<file path="config.mk">
export PLATFORM = sky130hd
export DESIGN_NAME = oam_dma
export DESIGN_NICKNAME = d
export VERILOG_FILES = /design/src/rtl/oam_dma_pkg.sv /design/src/rtl/oam_dma.sv
export SDC_FILE = /design/constraint.sdc
export NUM_CORES = 1
export LEC_CHECK = 0
export ABC_AREA = 1
export CAP_MARGIN = 25
export CORE_MARGIN = 1.5
export CORE_UTILIZATION = 35
export CTS_CLUSTER_DIAMETER = 120
export DETAILED_ROUTE_END_ITERATION = 10
export GPL_TIMING_DRIVEN = 0
export PLACE_DENSITY_LB_ADDON = 0.3
export RECOVER_POWER = 100
export REMOVE_ABC_BUFFERS = 1
export SKIP_LAST_GASP = 1
export SLEW_MARGIN = 5
export SYNTH_ARGS = -nofsm -noshare
export SYNTH_HDL_FRONTEND = slang
export SYNTH_SLANG_ARGS = --single-unit
</file>
<file path="constraint.sdc">
create_clock -name clock -period 1.4 [get_ports clock]
set_input_delay 0.21 -clock clock [delete_from_list [all_inputs] [get_ports clock]]
set_output_delay 0.21 -clock clock [all_outputs]
set_load 0.03 [all_outputs]
</file>
<file path="src/rtl/oam_dma_pkg.sv">
// Shared definitions for the OAM DMA engine.
//   - DMA trigger register address (FF46)
//   - OAM length (160 bytes) and START delay (4 cycles)
//   - FSM state encodings IDLE / START / XFER
//   - helper that folds echo-RAM source pages (E0..FF) down by 0x20
package oam_dma_pkg;

   typedef enum logic [1:0] {
      ST_IDLE  = 2'd0,
      ST_START = 2'd1,
      ST_XFER  = 2'd2
   } dma_state_t;

   localparam logic [15:0] DMA_REG_ADDR   = 16'hFF46;
   localparam int          OAM_LEN        = 160;
   localparam int          START_DELAY    = 4;

   localparam logic [7:0]  ECHO_BASE      = 8'hE0;
   localparam logic [7:0]  ECHO_OFFSET    = 8'h20;
   localparam logic [7:0]  CART_ROM_LIMIT = 8'h80;

   localparam logic [15:0] HRAM_LO        = 16'hFF80;
   localparam logic [15:0] HRAM_HI        = 16'hFFFE;

   function automatic logic [7:0] fold_echo(input logic [7:0] hi);
      return (hi >= ECHO_BASE) ? (hi - ECHO_OFFSET) : hi;
   endfunction

endpackage

</file>
<file path="src/rtl/oam_dma.sv">
// OAM DMA engine: a CPU write to FF46 copies 160 bytes from page
// {src_hi,00..9F} into OAM, one byte every CYCLES_PER_BYTE clocks,
// after a 4-cycle START delay.
//
// Ports
//   clock, reset          sole clock; synchronous active-high reset
//   cpu_addr/cpu_data_in  CPU bus; cpu_wr strobes one write per cycle
//   dma_rd_data           source byte for address_bus_dma_rd
//   address_bus_dma_rd    DMA source address (0 outside XFER)
//   dma_sel_cart_rom      DMA owns the cartridge ROM bus
//   dma_active            transfer in progress (START or XFER)
//   oam_wr_en/addr/data   OAM write port
//   dma_reg_out           FF46 readback
//   cpu_bus_block         CPU stall for non-HRAM accesses
//
// Build option: define OAM_DMA_BUS_LOCK_EN to drive cpu_bus_block;
// otherwise it is tied low.
//
// state  | meaning
// -------+-------------------------------------------------
// IDLE   | no transfer, outputs quiet
// START  | 4-cycle delay after a trigger, start_cnt counts down
// XFER   | copying byte n, write on the last phase of each byte
module oam_dma
   import oam_dma_pkg::*;
#(
   parameter int CYCLES_PER_BYTE = 4
) (
   input  logic        clock,
   input  logic        reset,
   input  logic [15:0] cpu_addr,
   input  logic [7:0]  cpu_data_in,
   input  logic        cpu_wr,
   input  logic [7:0]  dma_rd_data,
   output logic [15:0] address_bus_dma_rd,
   output logic        dma_sel_cart_rom,
   output logic        dma_active,
   output logic        oam_wr_en,
   output logic [7:0]  oam_wr_addr,
   output logic [7:0]  oam_wr_data,
   output logic [7:0]  dma_reg_out,
   output logic        cpu_bus_block
);

   // The phase counter is 2 bits wide, so only 4 clocks per byte is legal.
   localparam logic [1:0] PHASE_LAST     = 2'(CYCLES_PER_BYTE - 1);
   localparam logic [7:0] BYTE_LAST      = 8'(OAM_LEN - 1);
   localparam logic [1:0] START_CNT_LOAD = 2'(START_DELAY - 1);

   dma_state_t state, state_nxt;
   logic [7:0] byte_idx, byte_idx_nxt;
   logic [1:0] phase, phase_nxt;
   logic [1:0] start_cnt, start_cnt_nxt;
   logic [7:0] src_hi, src_hi_nxt;

   logic       trigger;
   logic       in_xfer;
   logic       wr_slot;
   logic [7:0] eff_hi;

   assign trigger = cpu_wr && (cpu_addr == DMA_REG_ADDR);
   assign eff_hi  = fold_echo(src_hi);
   assign in_xfer = (state == ST_XFER);
   assign wr_slot = in_xfer && (phase == PHASE_LAST);

   always_ff @(posedge clock) begin
      if (reset) begin
         state     <= ST_IDLE;
         byte_idx  <= 8'h00;
         phase     <= 2'd0;
         start_cnt <= 2'd0;
         src_hi    <= 8'hFF;
      end else begin
         state     <= state_nxt;
         byte_idx  <= byte_idx_nxt;
         phase     <= phase_nxt;
         start_cnt <= start_cnt_nxt;
         src_hi    <= src_hi_nxt;
      end
   end

   always_comb begin
      state_nxt     = state;
      byte_idx_nxt  = byte_idx;
      phase_nxt     = phase;
      start_cnt_nxt = start_cnt;
      src_hi_nxt    = src_hi;

      case (state)
         ST_IDLE: begin
         end
         ST_START: begin
            if (start_cnt == 2'd0) begin
               state_nxt    = ST_XFER;
               byte_idx_nxt = 8'h00;
               phase_nxt    = 2'd0;
            end else begin
               start_cnt_nxt = start_cnt - 2'd1;
            end
         end
         ST_XFER: begin
            phase_nxt = phase + 2'd1;
            if (phase == PHASE_LAST) begin
               if (byte_idx == BYTE_LAST) begin
                  state_nxt    = ST_IDLE;
                  byte_idx_nxt = 8'h00;
               end else begin
                  byte_idx_nxt = byte_idx + 8'h01;
               end
            end
         end
         default: begin
            state_nxt    = ST_IDLE;
            byte_idx_nxt = 8'h00;
            phase_nxt    = 2'd0;
         end
      endcase

      // A trigger overrides whatever the engine was doing. The write of the
      // current cycle (if any) is combinational and has already happened,
      // so a trigger on the final write still lets that byte land.
      if (trigger) begin
         state_nxt     = ST_START;
         src_hi_nxt    = cpu_data_in;
         byte_idx_nxt  = 8'h00;
         phase_nxt     = 2'd0;
         start_cnt_nxt = START_CNT_LOAD;
      end
   end

   assign dma_active         = (state != ST_IDLE);
   assign address_bus_dma_rd = in_xfer ? {eff_hi, byte_idx} : 16'h0000;
   assign dma_sel_cart_rom   = in_xfer && (eff_hi < CART_ROM_LIMIT);
   assign oam_wr_en          = wr_slot;
   assign oam_wr_addr        = in_xfer ? byte_idx : 8'h00;
   assign oam_wr_data        = wr_slot ? dma_rd_data : 8'h00;
   assign dma_reg_out        = src_hi;

`ifdef OAM_DMA_BUS_LOCK_EN
   // HRAM (FF80..FFFE) stays reachable so the CPU can run its wait loop.
   assign cpu_bus_block = dma_active &&
                          !((cpu_addr >= HRAM_LO) && (cpu_addr <= HRAM_HI));
`else
   assign cpu_bus_block = 1'b0;
`endif

endmodule
</file>
==> results.tsv <==
stage	metric	value	unit
clocking	Clock transition at path regs	80	ps
sta	Tmin final	1590	ps
synth	Synth top area share	31.3	%
worst_setup_path	WP buf/inv	2	
place	Port Buffer Count	77	
sta	Min Hold Slack	490	ps
worst_setup_path	Slowest-stage cell, CP	dfxtp_2	
layout	Diodes inserted	0	
layout	commonest cells after routing, fill and taps aside	nand2_1, nor2_1, inv_1, buf_4, clkdlybuf4s50_1	
global_route	first-pass GRT wire length	6280	um
worst_setup_path	crit start category	flop	
worst_setup_path	crit path capture type	output pin	
synth	Cell Area, Synth	0.00141	mm^2
synth	area leader, netlist	dfxtp_1	
worst_setup_path	crit-path max FO	3	
synth	Yosys warnings	0	
sta	Hold Fails Final Rpt	0	
synth	Syn Area/Cell	5.96	um^2
die	# rows	22	
clocking	hold_buf cts	0	
synth	register bit total from synthesis	22	
place	worst slack at placement	-659	ps
min_path	HP Class	flop to flop	
global_route	largest net degree at the start of global routing	14	
place	Final HPWL DP	2590	um
synth	Unique masters post-synth	24	
drt	post-route ant nets	0	
worst_setup_path	arrival time at the worst endpoint	1380	ps
sta	f_max	629	MHz
drt	Vias	1708	
worst_setup_path	WS Path Type	flop to output pin	
synth	post-synthesis sequential area ratio	31.3	%
drt	DR iter-0 viols	54	
worst_setup_path	Required @ worst endpoint	1190	ps
sta	final setup vio count	15	
clocking	htree depth	1	
die	Core ar.	0.00377	mm^2
clocking	Max Root-Sink Buffers	2	
place	final RePlAce weighted congestion	0.787	
clocking	clock sink count	22	
drt	total length of routed wires	4170	um
layout	final std cells w/o fill	368	
layout	share of layout cells above drive strength 1	31.3	%
global_route	Congestion Overflow GR	0	
sta	period utilisation layout	114	%
power	VDD IR max	0.000332	V
clocking	clk root buf	clkbuf_8	
sta	Max Slew Vio Count	0	
global_route	number of global-route vias before repair	1518	
die	die height	66.4	um
clocking	TritonCTS clock tree	yes	
die	Die ar.	0.00441	mm^2
sta	Final WS setup	-190	ps
worst_setup_path	Crit path max-delay family	flip-flops	
drt	Vias/cell	4.64	
global_route	GRT Overall Usage	18.0	%
drt	Remaining DRCs	0	
layout	area grow syn2layout	75.3	%
clocking	total CTS buffers	3	
global_route	antenna violations before repair	0	
drt	1st-pass router iterations	4	
outcome	failing checks	setup timing	
synth	synth top area cells	dfxtp_1, nand2_1, nor2_1	
layout	commonest non-fill, non-tap cell in the layout	nand2_1	
synth	Synth Instances	236	
power	total leakage power	1.23	nW
clocking	worst skew pair latency	270	ps
sta	RSZ-0062 raised after global routing	true	
layout	FILL cells	328	
place	placed cells	347	
worst_setup_path	max incr delay on CP	370	ps
power	power density over the cells	551	mW/mm^2
die	Initial Util	37.3	%
flow_run	max cap viols	0	
worst_setup_path	CP Cell Sequence	inv_4, ha_4, a311oi_2, buf_4	
outcome	status	finished with violations	
drt	drt wl/cell	11.3	um
die	Die Wd	66.4	um
die	I/O Pins	79	
sta	clock skew	4.94	ps
layout	Final Net Count	360	
tightest hold or removal path, cell delays in order (launching register included):
cell and delay, ps:
dfxtp_1 330, nand2_1 60, nand3_1 50
registers in the layout, indices dropped and copies added, names as in the netlist:
| signal | cells |
|---|---|
| state | 2 |
| dma_reg_out | 8 |
| byte_idx | 8 |
| start_cnt | 2 |
| phase | 2 |
where the power goes:
part           total (mW)  switching [mW]  internal [mW]  leakage (nW)
Sequential          0.623      0.00000555          0.623         0.180
Clock               0.601           0.218          0.383        0.0357
Combinational       0.136          0.0437         0.0921          1.01
final cells by class:
class / count / area, um^2 / area share (%)
Clock inverter: 1 / 30.0 / 1.22
Sequential cell: 22 / 454 / 18.4
Multi-Input combinational cell: 158 / 896 / 36.3
Tap cell: 48 / 60.1 / 2.44
Inverter: 44 / 178 / 7.21
Clock buffer: 3 / 41.3 / 1.68
Timing Repair Buffer: 92 / 806 / 32.7
metal layers:
metal	routed length [um]	vias up	share of wire (%)	GRT usage, %
li1	-	869	-	-
met1	1760	761	42	21.2
met2	1980	71	48	31.6
met3	335	7	8.0	3.41
met4	85	0	2.0	7.65
met5	0	-	0	0
worst paths after layout:
kind	start	to	slack (ps)	cells after the start
worst max-delay path	dma_reg_out[5]	address_bus_dma_rd[14]	-190	4
worst min register to register	dma_reg_out[4]	dma_reg_out[4]	490	2
worst min-delay path	dma_reg_out[4]	dma_reg_out[4]	490	2
worst max register to register	state[1]	byte_idx[7]	-10	9
stage by stage:
step | area (um^2) | total power [mW] | util, % | setup TNS, ps
4_1_cts | 2200 | 1.36 | 58.3 | -1520
2_1_floorplan | 1310 | 0.668 | - | -9170
3_3_place_gp | 2140 | 0.769 | 56.7 | -21030
6_report | 2460 | 1.36 | 65.4 | -1340
5_1_grt | 2460 | 1.41 | 65.4 | -2640
3_5_place_dp | 2140 | 0.770 | 56.7 | -22070
cells by family after synthesis:
family	Yosys count	synth area share, %
flops	22	31.3
compound gates	12	5.34
other cells	1	0.267
buf+inv	58	18.7
xor+xnor	1	0.623
fa+ha+maj	4	3.56
simple gates	138	40.2
synthesized netlist by cell type:
master,n
a211oi_1,1
a21oi_1,6
a21oi_2,1
a22oi_1,1
a311oi_1,1
buf_2,3
buf_4,9
buf_6,1
clkbuf_1,1
conb_1,1
dfxtp_1,22
ha_1,4
inv_1,43
inv_2,1
nand2_1,55
nand2_2,1
nand3_1,24
nor2_1,53
nor2_2,2
nor2_4,1
nor3_1,2
o21ai_0,1
o31ai_1,1
xor2_1,1
timing repair:
action	4_1_cts	5_1_grt
gates cloned	1	1
pin swaps	3	14
buffers inserted	9	6
setup endpoints to repair	52	52
hold endpoints to repair	0	0
resized for setup	214	82
No activity file was read; power rests on OpenSTA's default activity.
==> RTL edit 1 (same flow settings) <==
Reset style: asynchronous (`reset`), changed in one clocked block. Comments in the files are not updated.
--- a/src/rtl/oam_dma.sv
+++ b/src/rtl/oam_dma.sv
@@ -65,3 +65,3 @@
 
-   always_ff @(posedge clock) begin
+   always_ff @(posedge clock or posedge reset) begin
       if (reset) begin
Check against the original RTL: differs if reset is asserted again (counterexample within 4 cycles, from zero or initial values and one cycle with reset high); with reset held inactive, the same outputs for 10 cycles.
==> RTL edit 1 against the unedited design <==
The flow still finishes with violations (setup timing). Core utilization grew 2.0 points. Final area increased by 21%. Setup slack lost 0.13 ns. Via count increased by 11%. First-iteration DRC count increased by 67%. Global-route usage decreased by 0.62 points. Synthesized area grew 16%. Wire length rose by 18%. Sequential cell count is the same. Critical path type unchanged. Critical endpoint unchanged. Largest cell class unchanged.
Power is not compared: it rests on default switching activity, and its combinational part moved more than twofold at a synthesized area within 25%.
==> RTL edit 1: results (changes against the unedited design) <==
| Metric | Value |
|---|---|
| Vias per cell | `4.85 (+4.5%)` |
| Synth Area in XOR/XNOR | `0% (-0.62 points)` |
| Final nets | `378 (+5.0%)` |
| Clk cell area share | `2.40% (-0.50 points)` |
| Most instantiated cells after synthesis | `57 x nand2_1, 45 x nor2_1, 40 x inv_1, 16 x nand3_1, 14 x dfrtp_1` |
| Sum Neg Setup Slack | `-8.31 ns (-6.97 ns)` |
| GP Congestion | `0.851 (+8.1%)` |
| Place WS | `-0.738 ns (-0.0783 ns)` |
| GRT met3 Usage | `3.52% (+0.11 points)` |
| Static Leak | `1.47 nW` |
| Fillers | `356 (+8.5%)` |
| Met2 global-route usage | `29.9% (-1.7 points)` |
| Main area contributors after synthesis | `dfrtp_1 21%, nand2_1 13%, dfstp_2 13%` |
| Resized Gates After CTS | `320 (+50%)` |
| Cells after DPL | `355 (+2.3%)` |
| Final Skew | `0.00344 ns (-0.00150 ns)` |
| Slowest stage cell, crit path | `dfstp_2` |
| Failing checks | `setup timing` |
| Grt met1 use | `21.1% (-0.036 points)` |
| Final setup violation count | `49 (+34)` |
| Layout non-clock buf frac | `32.9% (+0.17 points)` |
| Status | `complete, but fails checks` |
| Post-Synthesis Cells | `238 (+0.85%)` |
| Postcts setup bufs | `17 (+8)` |
| Via count | `1892 (+11%)` |
| Placed Area | `2380 µm² (+11%)` |
| Fraction of area in multi-input gates | `36.4% (+0.087 points)` |
| Comb_multi_in | `162 (+2.5%)` |
| Bufs w/o clock | `104 (+13%)` |
| Non-clock inverters | `46 (+4.5%)` |
| CP arrival | `1.51 ns (+0.13 ns)` |
| Compound-Gate Fraction of Synth Area | `7.21% (+1.9 points)` |
| R2r endpoint | `byte_idx[7]` |
| Area delta synth->final | `82.3%` |
| Post-synthesis cell type count | `29 (+21%)` |
| Worst hold path class | `in2reg` |
| Slowest cell delay on critical path | `0.56 ns (+0.19 ns)` |
| Worst setup margin | `-0.318 ns (-0.128 ns)` |
| FF-to-FF setup slack | `-0.06 ns (-0.05 ns)` |
| Top FF cell, synth | `dfrtp_1` |
| Gr usage total | `17.4% (-0.62 points)` |
| First-pass GRT wire length | `7080 µm (+13%)` |
| FF+latch area | `561 µm² (+23%)` |
| Sequential-to-total area share from yosys stat | `34.4% (+3.0 points)` |
| RR Startpoint | `state[1]` |
| Ys async rst share | `100% (+100 points)` |
| Initial DRC count | `90 (+67%)` |
## RTL edit 1: changes by cell type after synthesis, moves of 6 or more
cell	delta
dfstp_2	+8
dfxtp_1	-22
dfrtp_1	+14
nor2_1	-8
o21ai_0	+10
nand3_1	-8
a21oi_1	-6
## RTL edit 1: routing by layer
metal / vias to the layer above / share of wire (%)
met4: 0 / 2.1
met3: 11 / 8.5
met1: 864 / 40
li1: 922 / -
met2: 95 / 50
met5: - / 0
## RTL edit 1: how the worst min path moves through the flow
stage                               from              to  slack [ns]  cells after the start
after CTS                 cpu_data_in[7]  dma_reg_out[7]        0.44                      3
after detailed placement        phase[1]        phase[1]        0.47                      2
after floorplan                    reset     byte_idx[0]        0.19                      1
after global routing      cpu_data_in[7]  dma_reg_out[7]        0.47                      3
after global placement          phase[1]        phase[1]        0.46                      2
final                     cpu_data_in[7]  dma_reg_out[7]        0.44                      3
## RTL edit 1: power by group
group          internal [W]  switching [W]
Clock              0.000382       0.000217
Combinational      0.000722       0.000903
Sequential         0.000713       0.000117
==> RTL edit 2 (same flow settings) <==
Without the edit above. Add a define of `OAM_DMA_BUS_LOCK_EN`.
--- a/src/rtl/oam_dma.sv
+++ b/src/rtl/oam_dma.sv
@@ -23,2 +23,4 @@
 // XFER   | copying byte n, write on the last phase of each byte
+`define OAM_DMA_BUS_LOCK_EN
+
 module oam_dma
Check against the original RTL: not equivalent (Yosys sat finds a counterexample within 4 cycles, from zero or initial values and one cycle with reset high).
==> RTL edit 2 against the unedited design <==
The run still ends with setup timing left. Synthesized area grew 10%. Sequential cell count unchanged. Final area is 16% higher. Sequential power about the same. Via count is 9.0% higher. Die area grew 9.5%. Wire length increased by 15%. Worst hold slack worse by 0.095 ns. Power is 15% lower. Clock power shrank 35%. Register-to-register slack got worse by 0.10 ns. Setup slack improved by 0.010 ns.
==> RTL edit 2: results (changes against the unedited design) <==
| Metric | Value |
|---|---|
| Place WS | `-0.586 ns (+0.0732 ns)` |
| Gr usage total | `16.9% (-1.1 points)` |
| Slowest stage cell, crit path | `dfxtp_4` |
| Share of cells above drive strength 1 | `39.6% (+8.3 points)` |
| Static Leak | `1.33 nW (+8.4%)` |
| Fillers | `333 (+1.5%)` |
| Final nets | `377 (+4.7%)` |
| CP max FO | `3 (unchanged)` |
| Detailed placer's ending HPWL | `2770 µm (+6.9%)` |
| CTS clk-pin slew, worst paths | `0.07 ns` |
| Warnings, synthesis | `0 (unchanged)` |
| First-pass GRT wire length | `6810 µm (+8.5%)` |
| I/O Buffers | `78 (+1.3%)` |
| Post-synth EDFFs | `0 (unchanged)` |
| Ys async rst share | `0% (unchanged)` |
| Final setup violation count | `41 (+26)` |
| Main area contributors after synthesis | `dfxtp_1 28%, nor2_1 12%, nand3_1 11%` |
| Slowest cell delay on critical path | `0.36 ns` |
| Drt total wl | `4810 µm (+15%)` |
| VDD IR-drop max | `0.373 mV (+12%)` |
| Sum Neg Setup Slack | `-2.75 ns (-1.42 ns)` |
| Drt first pass iters | `4 (unchanged)` |
| Worst setup margin | `-0.180 ns (+0.00995 ns)` |
| Final Skew | `0.00272 ns (-0.00222 ns)` |
| Via count | `1861 (+9.0%)` |
| Initial antenna violation count | `0 (unchanged)` |
| Post-synthesis cell type count | `33 (+38%)` |
| Worst hold path class | `in2reg` |
| Clk_lat worst skew | `0.27 ns (about the same)` |
| Status | `complete, but fails checks` |
| Most instantiated cells after synthesis | `48 x nor2_1, 40 x inv_1, 40 x nand2_1, 34 x nand3_1, 22 x dfxtp_1` |
| Diode count | `0 (unchanged)` |
| Vias in the first global route | `1657 (+9.2%)` |
| Max transition margin | `67.5%` |
| CP arrival | `1.37 ns` |
| Initial DRC count | `100 (+85%)` |
| CTS buffer count | `3 (unchanged)` |
| Failing checks | `setup timing` |
| Htree depth | `1 (unchanged)` |
| CTS root buf | `clkbuf_8` |
| GP Congestion | `0.757 (-3.8%)` |
| Largest net degree at the start of global routing | `16 (+2)` |
| Bufs on Longest Clock Path | `2 (unchanged)` |
| CP top delay family | `flip-flops` |
| Sequential-to-total area share from yosys stat | `28.5% (-2.8 points)` |
| Top FF cell, synth | `dfxtp_1` |
RTL edit 2: cell types whose count changed after synthesis, sizes merged, moves of 2 or more:
cell    before  now
inv         44   41
nand2       56   43
nand3       24   36
nand3b       0    2
nand4        0    3
nor2        56   54
RTL edit 2: metrics by stage:
stage,area [µm²],cells,total power [W],hold WS (ns)
after CTS,2340,369,0.00115,0.482
after global placement,2280,352,0.000786,0.485
after global routing,2870,386,0.00121,0.443
after detailed placement,2280,352,0.000787,0.495
final,2870,386,0.00116,0.395
after floorplan,1440,224,0.000676,0.272
RTL edit 2: worst min-delay path, delay by kind of cell:
family | cells | cell delay [ns]
simple gates | 4 | 0.24
compound gates | 1 | 0.05
buf+inv | 1 | 0.12
RTL edit 2: cell type report:
type,instances,area (µm²),share of cell area (%)
timing repair buffer,106,1030,35.8
inverter,41,171,5.97
tap,50,62.6,2.18
clock buffer,3,41.3,1.44
multi-input combinational,164,1110,38.7
sequential,22,455,15.9
RTL edit 2: power by group:
part / switching, W / internal [W] / leakage [nW]
logic: 0.0000589 / 0.0000878 / 1.13
clock network: 0.000201 / 0.000192 / 0.0216
registers: 0.00000000606 / 0.000621 / 0.180
total: 0.000260 / 0.000901 / 1.33
RTL edit 2: kinds of logic after synthesis:
group,synth area share [%]
adder cells (fa/ha/maj),3.24
buffers and inverters,17.1
flip-flops,28.5
AO/OA/AOI/OAI,5.66
XOR/XNOR,0.566
AND/OR/NAND/NOR,45.0
RTL edit 2: layer usage:
layer / up-vias / track usage [%] / share of wire, %
met5: - / 0 / 0
met4: 0 / 6.10 / 4.1
met3: 17 / 4.22 / 6.1
met2: 76 / 30.4 / 49
met1: 832 / 19.1 / 41
li1: 936 / - / -
RTL edit 2: timing repair:
item | 4_1_cts | 5_1_grt
buffers inserted | 13 | 15
pin swaps | 10 | 15
gates cloned | 1 | 2
hold buffers | 0 | 0
hold endpoints to repair | 0 | 0
resized for setup | 232 | 132
endpoints found under the setup margin | 51 | 51
RTL edit 2: path summary, 6_finish.rpt:
kind                       start          endpoint  slack, ns  depth (start not counted)
setup / recovery  dma_reg_out[6]  dma_sel_cart_rom      -0.18                          7
setup reg to reg        state[0]       byte_idx[0]      -0.11                          9
hold reg to reg   dma_reg_out[4]    dma_reg_out[4]       0.50                          2
hold / removal       cpu_addr[5]      start_cnt[1]       0.39                          6
